`src/rtl/timer_device.sv`:
```
// rtl/timer_device.sv - memory-mapped down-counting timer with load/count/irq FSM
module timer_device #(
    parameter int CNT_W = 32
) (
    input  logic        clk,
    input  logic        reset,
    input  logic        dev_sel,
    input  logic        dev_we,
    input  logic [1:0]  dev_addr,
    input  logic [31:0] dev_wdata,
    output logic [31:0] dev_rdata,
    output logic        irq
);

    typedef enum logic [1:0] {
        ST_IDLE  = 2'd0,
        ST_LOAD  = 2'd1,
        ST_COUNT = 2'd2,
        ST_IRQ   = 2'd3
    } state_t;

    state_t           state;
    state_t           state_next;
    logic             en;
    logic             im;
    logic [1:0]       mode;
    logic [CNT_W-1:0] preset;
    logic [CNT_W-1:0] count;
    logic [CNT_W-1:0] count_next;
    logic             pending;
    logic             pend_set;
    logic             hw_clear_en;
    logic             wr_ctrl;
    logic             wr_preset;
    logic [31:0]      preset_ext;
    logic [31:0]      count_ext;

    assign wr_ctrl   = dev_sel & dev_we & (dev_addr == 2'd0);
    assign wr_preset = dev_sel & dev_we & (dev_addr == 2'd1);

    always_comb begin
        state_next  = state;
        count_next  = count;
        pend_set    = 1'b0;
        hw_clear_en = 1'b0;
        case (state)
            ST_IDLE: begin
                if (en) state_next = ST_LOAD;
            end
            ST_LOAD: begin
                count_next = preset;
                state_next = ST_COUNT;
            end
            ST_COUNT: begin
                if (!en) begin
                    state_next = ST_IDLE;
                end else if (count <= CNT_W'(1)) begin
                    count_next = '0;
                    pend_set   = 1'b1;
                    state_next = ST_IRQ;
                end else begin
                    count_next = count - CNT_W'(1);
                end
            end
            ST_IRQ: begin
                // Only MODE==01 reloads; MODE 1x behaves as one-shot.
                if (mode == 2'b01 && en) begin
                    state_next = ST_LOAD;
                end else begin
                    state_next  = ST_IDLE;
                    hw_clear_en = 1'b1;
                end
            end
            default: state_next = ST_IDLE;
        endcase
    end

    always_ff @(posedge clk) begin
        if (!reset) begin
            state   <= ST_IDLE;
            count   <= '0;
            en      <= 1'b0;
            mode    <= 2'b00;
            im      <= 1'b0;
            preset  <= '0;
            pending <= 1'b0;
        end else begin
            state <= state_next;
            count <= count_next;
            // A CPU write to CTRL wins over the hardware EN clear.
            if (wr_ctrl) begin
                en   <= dev_wdata[0];
                mode <= dev_wdata[2:1];
                im   <= dev_wdata[3];
            end else if (hw_clear_en) begin
                en <= 1'b0;
            end
            if (wr_preset) preset <= dev_wdata[CNT_W-1:0];
            if (pend_set) begin
                pending <= 1'b1;
            end else if (wr_ctrl || wr_preset) begin
                pending <= 1'b0;
            end
        end
    end

    assign irq = pending & im;

    always_comb begin
        preset_ext             = '0;
        preset_ext[CNT_W-1:0]  = preset;
        count_ext              = '0;
        count_ext[CNT_W-1:0]   = count;
    end

    always_comb begin
        dev_rdata = '0;
        if (dev_sel) begin
            case (dev_addr)
                2'd0:    dev_rdata = {28'd0, im, mode, en};
                2'd1:    dev_rdata = preset_ext;
                2'd2:    dev_rdata = count_ext;
                default: dev_rdata = '0;
            endcase
        end
    end

endmodule

```
`config.mk`:
```
export PLATFORM = sky130hd
export DESIGN_NAME = timer_device
export DESIGN_NICKNAME = d
export VERILOG_FILES = /design/src/rtl/timer_device.sv
export SDC_FILE = /design/constraint.sdc
export NUM_CORES = 1
export LEC_CHECK = 0
export ABC_CLOCK_PERIOD_IN_PS = 3920
export BUFFER_PORTS_ARGS = -buffer_cell sky130_fd_sc_hd__buf_2
export CAP_MARGIN = 10
export CORE_UTILIZATION = 61
export CTS_CLUSTER_SIZE = 30
export DETAILED_ROUTE_END_ITERATION = 8
export PLACE_DENSITY = 0.83
export REMOVE_ABC_BUFFERS = 1
export SKIP_LAST_GASP = 1
export SYNTH_ARGS = -nofsm -noshare
export SYNTH_HDL_FRONTEND = slang
export SYNTH_SLANG_ARGS = --single-unit
```
`constraint.sdc`:
```
create_clock -name clk -period 3.92 [get_ports clk]
set_clock_uncertainty 0.1 [all_clocks]
set_input_delay 0.588 -clock clk [delete_from_list [all_inputs] [get_ports clk]]
set_output_delay 0.588 -clock clk [all_outputs]
set_load 0.005 [all_outputs]
```
* Word-level counts from Yosys, hierarchy flattened
Index checks and enable logic that the tools add are counted.
Storage, ports and cells: word-level logic and storage cells 50, RAM bits 0, memories kept 0, latch bits 0, bits in read-only memories 0, register bits 71
Cells by class: multiply operators 0, reduce and logical (&&, ||, !) cells 9, magnitude comparators 1, bitwise operators 4, mux-type cells 19, eq/ne operators 9, add/subtract/negate cells 1, shift operators 0, div/mod/pow operators 0
Operator list (number):
- $mux 32 | 3
- $pmux 32 s3 | 1
- $pmux 32 s2 | 1
- $le 32x1->1 const B | 1
- $sub 32x1->32 const B | 1
- $mux 1 | 10
- $pmux 2 s4 | 1
- $eq 2x1->1 const B | 3
- $eq 2x2->1 const B | 3
- $mux 2 | 3
- $reduce_bool 2->1 | 3
- $and 1x1->1 | 4
- $logic_not 2->1 | 2
- $ne 2x2->1 const B | 2
- $reduce_and 2->1 | 2
- $ne 3x3->1 const B | 1
- $logic_and 1x1->1 | 1
- $logic_or 1x1->1 | 1

* Logic depth before layout (Yosys ltp)
Gate-level depths: netlist of run 1.
word-level depth 6, mapped depth 9, mapped depth without buffers 8

* Worst setup path before layout of run 1
OpenSTA, ideal clock, no wires.
kind in2out, from in dev_addr[1], to out dev_rdata[11], path buffers 3, cell stages on the path 6, data arrival time 1800 ps, slack 1432 ps, path through clkbuf_1 nor2b_1 clkbuf_1 buf_1 a22oi_1 nor2b_1
On the way: longest elaborated chain between the ends 3
RTL lines:
- from (decl) | line 9 | input logic [1:0] dev_addr,
- $eq 2x2->1 (tied with other cells) | line 119 | case (dev_addr)
- $pmux 32 s3 (*) | line 119
- $mux 32 (*) | line 118 | if (dev_sel) begin
- to (decl) | line 11 | output logic [31:0] dev_rdata,
Mark *: on every way between the ends. The rest lies on a longest branch, timed or not.

* Final worst setup path of run 1
from reg state[0], to reg count[13]
On the way: longest elaborated chain between the ends 3
RTL lines:
- from (decl) | line 22 | state_t state;
- from (signal assigned) | line 88 | state <= state_next;
- $eq 2x2->1 / $eq 2x1->1 (equally long branches) | line 46 | case (state)
- $ne 2x2->1 (no line) / $reduce_bool 2->1 (equally long branches)
- $reduce_and 2->1 (no line)
- to (signal assigned) | line 89 | count <= count_next;
- to (decl) | line 28 | logic [CNT_W-1:0] count;
Parallel ways exist; a longest one is shown, timed or not. A chain may end at the register's enable or synchronous reset.

==> results.cfg, run 1 <==
[global_routing]
grt_pass1_wl_um = 19000
grtUsageTotal_pct = 33.5
grt_pass1_vias = 4047
antenna_found_initial = 0
globalRouteOverflowTotal = 0
grt_max_degree = 54

[clock_tree]
clkLatencyLatePin_ns = 0.36
path_clk_slew_ns = 0.08
cts_setup_buffers = 0
htree_levels = 3
cts_root_buf = clkbuf_8
cts_buffer_depth = 2
cts_tree = done
cts_buffers = 9
cts-resized-gates = 0
cts_sinks = 71
holdBufCountCts = 0

[logic_synthesis]
ys.flop_type = dfxtp_1
synth_area_leaders = dfxtp_1 35%, nand2_1 8.8%, a21oi_1 7.9%, a22oi_1 5.7%, nor2b_1 5.7%
synth_area_um2 = 4060
ys_warn_count = 0
seq_area_frac_synth_pct = 35.0
yosysTopAreaCellShare_pct = 35.0
syn_avg_cell_area_um2 = 7.58
synth_cells = 535
ys_types = 61
synthArstFlopShare_pct = 0
synth_edf_count = 0
synth-seq-cells = 71
yosys.area.top_type = dfxtp_1

[timing]
worst_slew_pin_slew_ns = 0.945
min_period_ns = 2.85
fin_crit_sh_pct = 72.8
setup_viol = 0
whs_ns = 0.360
setup_ws_ns = 1.07
fmax_mhz = 351
finalSetupTns_ns = 0
relSlewSlack_pct = 37.0
rsz0062_at_grt = no
final_hold_viol_count = 0
final_max_slew_viol_count = 0

[die]
dieHeight_um = 83.5
initial_utilization_pct = 63.5
fp.dieW_um = 83.5
ioPinCount = 71
coreArea_um2 = 6390
die_area_um2 = 6980
num_rows = 29

[finish]
antennaDiodeCount = 0
nNetsFinal = 620
layout.cells.non_filler = 662
fill_cells = 537
area_growth_pct = 13.4
fin_util_pct = 72.1
final_layout_size_suffix_gt1_share_pct = 19.1

[worst_hold_path]
hp-class = in -> reg
hold_depth = 3

[detailed_routing]
first_iter_violations = 441
post_drt_wl_per_cell_um = 17.4
drt-pass1-iter-count = 5
vias = 4272
drc_errors = 0
final_antenna_net_count = 0
drt_wl_total_um = 11500
vias_per_cell = 6.45

[worst_setup_path]
cp_max_fo = 21
arrival_ns = 2.99
worstSetupStartpointType = flop
r2r_cells = 5
worst_setup_path_end_kind = flop
critical_path_class = reg -> reg
cp.required_ns = 4.06

[place]
routabilityCongestion = 0.947
dp_cells = 646
preCtsSetupSlack_ns = 1.20
hpwl_um = 7410
port_buffers = 70

[power_and_ir_drop]
seq_power_share_pct = 49.8
switching_power_uw = 383
combPwrFrac_pct = 9.0
intPower_mw = 1.11
p_per_area_nw_per_um2 = 324
switching_share_pct = 25.7
p_leak_nw = 1.83
p_clk_share_pct = 41.3
ir_worst_vdd_uv = 249

[outcome]
status = complete, no violations

[job]
drv_cap = 0
==> cell usage in the layout, fill, tap and decap left out, types with 3 or more instances in the layout <==
cell type,instances
clkbuf_8,11
nand2_1,95
a21oi_1,63
buf_4,6
nor4_4,4
nor2_1,30
nor4_1,12
o211a_1,4
a32oi_1,13
nand4_1,5
or4_1,10
dfxtp_1,71
buf_2,70
a22oi_1,31
nor2b_1,36
and3_1,3
mux2i_1,7
o22ai_1,3
nand3_1,10
nor3_1,6
a221oi_1,3
o21ai_0,24
inv_1,7
a31oi_1,5
==> synthesized netlist by cell type, types with 4 or more instances <==
cell type and instances:
o21ai_0 24, inv_1 7, clkbuf_1 35, nor2_1 32, nand4_1 5, mux2i_1 7
nor2b_1 37, a32oi_1 13, nand3_1 10, a22oi_1 31, or4_1 10, a31oi_1 5
dfxtp_1 71, a21oi_1 64, o211a_1 4, nor3_1 6, nor4_1 12, nand2_1 95
nor4_4 4
==> critical path: stages (launching register included) <==
cell      delay, ns
dfxtp_1        0.90
nand2b_1       0.64
nor2_1         0.39
buf_4          0.30
a221oi_1       0.30
nor2_1         0.10
==> through the flow <==
stage	total power, mW	instance area, µm²
floorplan	0.831	3890
global placement	0.884	4390
detailed placement	0.888	4390
CTS	1.49	4600
global route	1.53	4600
finish	1.49	4600
==> kinds of logic after synthesis <==
logic type,synth area share (%)
AND/OR/NAND/NOR,29.9
AO/OA/AOI/OAI,27.0
flip-flops,35.0
buffers and inverters,4.81
multiplexers,2.00
XOR/XNOR,0.648
adder cells (fa/ha/maj),0.617
==> layer usage <==
metal	share of wire, %	wire (µm)	vias to the layer above	track usage [%]
met5	0	0	-	0
met4	2.0	227	0	15.1
met3	9.0	1040	25	6.23
met2	46	5270	237	54.5
met1	43	4960	1970	43.4
li1	-	-	2040	-
==> layout make-up <==
class / count / area (µm²) / area share (%)
flip-flops and latches: 71 / 1420 / 30.9
clock buffers: 11 / 151 / 3.29
inverters: 8 / 30.0 / 0.653
multi-input cells: 414 / 2450 / 53.3
clock inverters: 5 / 56.3 / 1.22
well taps: 77 / 96.3 / 2.09
repair buffers: 76 / 395 / 8.59
==> worst paths after layout <==
kind	start	slack, ns	to
min reg2reg	preset[26]	0.38	preset[26]
max reg2reg	state[0]	1.07	count[13]
min	dev_wdata[11]	0.36	preset[11]
max	state[0]	1.07	count[13]
==> registers in the layout, indices dropped and copies added (netlist names) <==
register / cells
count: 32
state: 2
preset: 32
en: 1
im: 1
pending: 1
mode: 2
==> power by group through the flow <==
| stage | clock (mW) | sequential, mW | combinational, mW |
|---|---|---|---|
| floorplan | 0 | 0.754 | 0.0767 |
| detailed placement | 0 | 0.758 | 0.130 |
| finish | 0.615 | 0.741 | 0.134 |
| global placement | 0 | 0.757 | 0.127 |
| global route | 0.644 | 0.743 | 0.147 |
| CTS | 0.616 | 0.741 | 0.131 |
(Power assumes the default switching activity.)
==> run 2, diff against run 1 <==
ABC_CLOCK_PERIOD_IN_PS = 2600   (was 3920)
CORE_UTILIZATION = 51   (was 61)
PLACE_DENSITY = 0.74   (was 0.83)
clock period = 2.6 ns   (was 3.92 ns; I/O delays follow)
==> run 2 against run 1 <==
Wire length up 6.7%; setup slack worse by 0.89 ns; fmax up 18%; sequential share of layout area down 1.6 points; critical endpoint is now count[26]; clock power up 50%; total power up 52%; sequential cell count unchanged; hold slack worse by 0.19 ns.
==> results.cfg, run 2 (synthesized netlist as in run 1, its figures left out) <==
[outcome]
status = complete, no violations

[global_routing]
antenna_found_initial = 0
grt_pass1_vias = 3993
grt_pass1_wl_um = 20500
globalRouteOverflowTotal = 0
grt_max_degree = 33
grtUsageTotal_pct = 31.2

[timing]
fmax_mhz = 413
final_max_slew_viol_count = 0
relSlewSlack_pct = 56.8
worst_slew_pin_slew_ns = 0.648
final_hold_viol_count = 0
setup_viol = 0
fin_crit_sh_pct = 93.1
setup_ws_ns = 0.179
rsz0062_at_grt = no
whs_ns = 0.171
min_period_ns = 2.42

[power_and_ir_drop]
switching_power_uw = 582
seq_power_share_pct = 49.2
p_clk_share_pct = 40.7
p_total_mw = 2.27
combPwrFrac_pct = 10.2
p_leak_nw = 1.97
ir_worst_vdd_uv = 284
p_per_area_nw_per_um2 = 468
switching_share_pct = 25.6
intPower_mw = 1.69

[detailed_routing]
first_iter_violations = 377
vias_per_cell = 6.03
drt-pass1-iter-count = 5
drt_wl_total_um = 12300
vias = 4314
post_drt_wl_per_cell_um = 17.1
final_antenna_net_count = 0
drc_errors = 0

[finish]
final_cell_mix = 95 x nand2_1, 71 x dfxtp_1, 70 x buf_2
layout.cells.non_filler = 715
nNetsFinal = 648
largest_registers = count: 32 flops, preset: 32 flops
antennaDiodeCount = 0
fill_cells = 729
final_layout_size_suffix_gt1_share_pct = 22.8
area_growth_pct = 19.6
final_common_cell = nand2_1

[worst_setup_path]
worstSetupStartpointType = flop
r2r_slack_ns = 0.18
worstSetupStartpoint = count[2]
crit_end = count[26]
worstReg2RegStart = count[2]
cp_max_fo = 12
arrival_ns = 2.56
critical_path_class = reg -> reg
r2r_cells = 6
regToRegEndpoint = count[26]
worst_setup_path_end_kind = flop
cp.required_ns = 2.74

[die]
fp.dieW_um = 91.2
ioPinCount = 71
coreArea_um2 = 7730
num_rows = 32
die_area_um2 = 8310
dieHeight_um = 91.2
initial_utilization_pct = 52.5

[clock_tree]
cts_buffer_depth = 2
cts_setup_buffers = 0
cts_tree = done
cts_buffers = 9
path_clk_slew_ns = 0.08
cts_sinks = 71
htree_levels = 3
holdBufCountCts = 0
cts-resized-gates = 0
cts_root_buf = clkbuf_8
clkLatencyLatePin_ns = 0.35

[worst_hold_path]
min_from = dev_wdata[26]
hp-class = in -> reg

[place]
dp_cells = 699
routabilityCongestion = 0.928
preCtsSetupSlack_ns = 0.172
port_buffers = 70
hpwl_um = 8750

[job]
drv_cap = 0
==> run 2: changes by cell type in the layout (fill, tap and decap cells not counted), sizes merged <==
cell and delta:
buf +28
==> run 2: per-stage QoR <==
stage / instance area (µm²) / util (%) / TNS [ns]
after floorplan: 3890 / - / -4.61
after global placement: 4640 / 60.0 / 0
after detailed placement: 4640 / 60.0 / 0
after CTS: 4840 / 62.7 / 0
after global routing: 4850 / 62.8 / 0
final: 4850 / 62.8 / 0
==> run 2: cell type report <==
cell class	count	area, µm²	area share (%)
Multi-Input combinational cell	414	2460	50.7
Sequential cell	71	1420	29.3
Timing Repair Buffer	104	606	12.5
Clock buffer	11	151	3.12
Tap cell	102	128	2.63
Clock inverter	5	56.3	1.16
Inverter	8	30.0	0.619
==> run 2: worst min path at each step <==
stage            endpoint  cells after the start
5_1_grt        preset[14]                      3
4_1_cts        preset[14]                      3
2_1_floorplan  preset[26]                      2
3_3_place_gp   preset[26]                      2
3_5_place_dp   preset[26]                      2
6_report       preset[26]                      3
==> run 2: routing by layer <==
layer | up-vias | share of wire, % | track usage [%]
met1 | 2015 | 45 | 41.8
li1 | 2097 | - | -
met2 | 180 | 47 | 51.1
met4 | 0 | 1.8 | 8.47
met3 | 22 | 6.7 | 6.20
met5 | - | 0 | 0
==> run 2: critical path: stages (launching register included) <==
cell      delay, ns
dfxtp_1        0.39
nor4_1         0.42
o211ai_1       0.23
or4_1          0.51
nand2_2        0.27
nor4_1         0.10
o31a_1         0.29
==> run 2: power by group through the flow <==
stage / Clock, mW / Sequential, mW / Combinational (mW)
final: 0.923 / 1.12 / 0.231
after global routing: 0.984 / 1.12 / 0.254
after CTS: 0.936 / 1.12 / 0.229
after detailed placement: 0 / 1.14 / 0.228
after global placement: 0 / 1.14 / 0.225
after floorplan: 0 / 1.14 / 0.116
==> run 3, diff against run 2 <==
ABC_AREA = 1   (was not set)
CORE_UTILIZATION = 52   (was 51)
==> run 3 against run 2 <==
Total power increased by 55%; highest routed layer unchanged; critical path type unchanged; setup slack improved by 0.38 ns; die area increased by 4.8%; count of clock-buffer cells in the layout unchanged.
==> results.cfg, run 3 <==
[die]
dieHeight_um = 93.4
num_rows = 32
fp.dieW_um = 93.4
initial_utilization_pct = 55.0
die_area_um2 = 8710
coreArea_um2 = 7890
ioPinCount = 71

[detailed_routing]
first_iter_violations = 265
drc_errors = 0
drt_wl_total_um = 12100
vias_per_cell = 5.38
final_antenna_net_count = 0
drt-pass1-iter-count = 5
vias = 4712
post_drt_wl_per_cell_um = 13.8

[finish]
largest_registers = count: 32 flops, preset: 32 flops
final_cell_mix = 162 x nand2_1, 98 x nor2_1, 97 x o21ai_0
nNetsFinal = 809
antennaDiodeCount = 0
area_growth_pct = 14.8
final_common_cell = nand2_1
final_layout_size_suffix_gt1_share_pct = 16.3
fill_cells = 790
seq_area_um2 = 1420
multiInputGateArea_um2 = 2430

[timing]
setup_viol = 0
final_max_slew_viol_count = 0
min_period_ns = 2.04
final_hold_viol_count = 0
rsz0062_at_grt = no
setup_ws_ns = 0.562
fin_crit_sh_pct = 78.4
fmax_mhz = 491
relSlewSlack_pct = 48.7
worst_slew_pin_slew_ns = 0.769

[global_routing]
grt_pass1_wl_um = 19800
grtUsageTotal_pct = 28.9
antenna_found_initial = 0
grt_max_degree = 53
globalRouteOverflowTotal = 0
grt_pass1_vias = 4267

[clock_tree]
cts_root_buf = clkbuf_8
cts_buffer_depth = 2
clkLatencyLatePin_ns = 0.36
cts_setup_buffers = 0
cts_buffers = 9
cts-resized-gates = 0
holdBufCountCts = 0
path_clk_slew_ns = 0.08
cts_tree = done
cts_sinks = 71
htree_levels = 3

[job]
drv_cap = 0

[power_and_ir_drop]
p_leak_nw = 2.43
intPower_mw = 2.27
combPwrFrac_pct = 31.1
seq_power_share_pct = 34.8
switching_share_pct = 35.2
p_total_mw = 3.51
ir_worst_vdd_uv = 304
switching_power_mw = 1.24
p_clk_share_pct = 34.1
p_per_area_nw_per_um2 = 705

[logic_synthesis]
yosysMostFrequentCell = nand2_1
seq_area_frac_synth_pct = 32.8
ys_types = 38
synth_common_cells = 162 x nand2_1, 100 x nor2_1, 97 x o21ai_0
ys_warn_count = 0
syn_avg_cell_area_um2 = 6.08
synth_area_leaders = dfxtp_1 33%, nand2_1 14%, o21ai_0 11%, nor2_1 8.7%, a21oi_1 8.4%
synth_cells = 714
synth_edf_count = 0
yosysTopAreaCellShare_pct = 32.8
synth_area_um2 = 4340
synthArstFlopShare_pct = 0
ys.flop_type = dfxtp_1
yosys.area.top_type = dfxtp_1
synth-seq-cells = 71

[worst_setup_path]
critPathBufInv = 1
worstSetupStartpoint = count[0]
cp.required_ns = 2.79
path_cells = inv_1 -> ha_1 -> nand3_2 -> nor2_1 -> nand3_1 -> o21ai_0 -> nand3_1 -> a21oi_1
critPathSlowestCell = dfxtp_1
cp_max_fo = 5
critical_path_class = reg -> reg
arrival_ns = 2.23
path_common_cell = nand3_1
slowest_delay_ns = 0.35
path_delay_family = simple AND/OR/NAND/NOR gates
worst_setup_path_end_kind = flop
worstSetupStartpointType = flop
worstReg2RegStart = count[0]

[worst_hold_path]
min_from = dev_wdata[4]
hp-class = in -> reg

[place]
port_buffers = 70
preCtsSetupSlack_ns = 0.605
routabilityCongestion = 0.905
hpwl_um = 8520

[outcome]
status = complete, no violations
==> run 3: area by class of cell <==
type	instances	share of cell area (%)
Inverter	89	6.76
Timing Repair Buffer	76	7.94
Sequential cell	71	28.5
Clock buffer	11	2.84
Multi-Input combinational cell	522	48.8
Tap cell	102	2.56
Clock inverter	5	2.59
==> run 3: power by group through the flow <==
stage               clock network [mW]  logic [mW]  registers (mW)
CTS                               1.22        1.08            1.22
detailed placement                   0        1.07            1.24
finish                            1.20        1.09            1.22
global route                      1.27        1.23            1.23
global placement                     0        1.06            1.24
floorplan                            0       0.799            1.22
==> run 3: through the flow <==
| stage | hold slack, ns | instance area, µm² | setup TNS (ns) | utilization, % | instances |
|---|---|---|---|---|---|
| after detailed placement | 0.358 | 4710 | 0 | 59.7 | 860 |
| final | 0.148 | 4980 | 0 | 63.2 | 876 |
| after global routing | 0.144 | 4980 | 0 | 63.2 | 876 |
| after floorplan | 0.338 | 4180 | -2.52 | - | 682 |
| after global placement | 0.352 | 4710 | 0 | 59.7 | 860 |
| after CTS | 0.142 | 4980 | 0 | 63.2 | 876 |
==> run 3: kinds of logic after synthesis <==
kind of cell | count (synthesis) | synth area share (%)
buffers and inverters | 121 | 11.4
DFF | 71 | 32.8
adders and majority gates | 2 | 0.577
xor gates and xnor gates | 8 | 1.61
AOI/OAI and AO/OA | 192 | 23.0
and+or+nand+nor | 320 | 30.7
==> run 3: final timing paths <==
path	slack [ns]	cells past startpoint	endpoint
min	0.15	3	preset[4]
min reg2reg	0.37	2	preset[6]
max	0.56	8	count[22]
max reg2reg	0.56	8	count[22]
==> run 3: worst min-delay path, delay by kind of cell <==
kind          cells  cell delay [ns]
simple gates      2             0.11
buf+inv           1             0.07
==> run 3: per-layer routing <==
metal | wire (µm) | global-route usage, % | share of wire [%]
met3 | 627 | 4.47 | 5.2
met4 | 247 | 11.2 | 2.0
met5 | 0 | 0 | 0
met2 | 5290 | 46.0 | 44
met1 | 5900 | 39.3 | 49
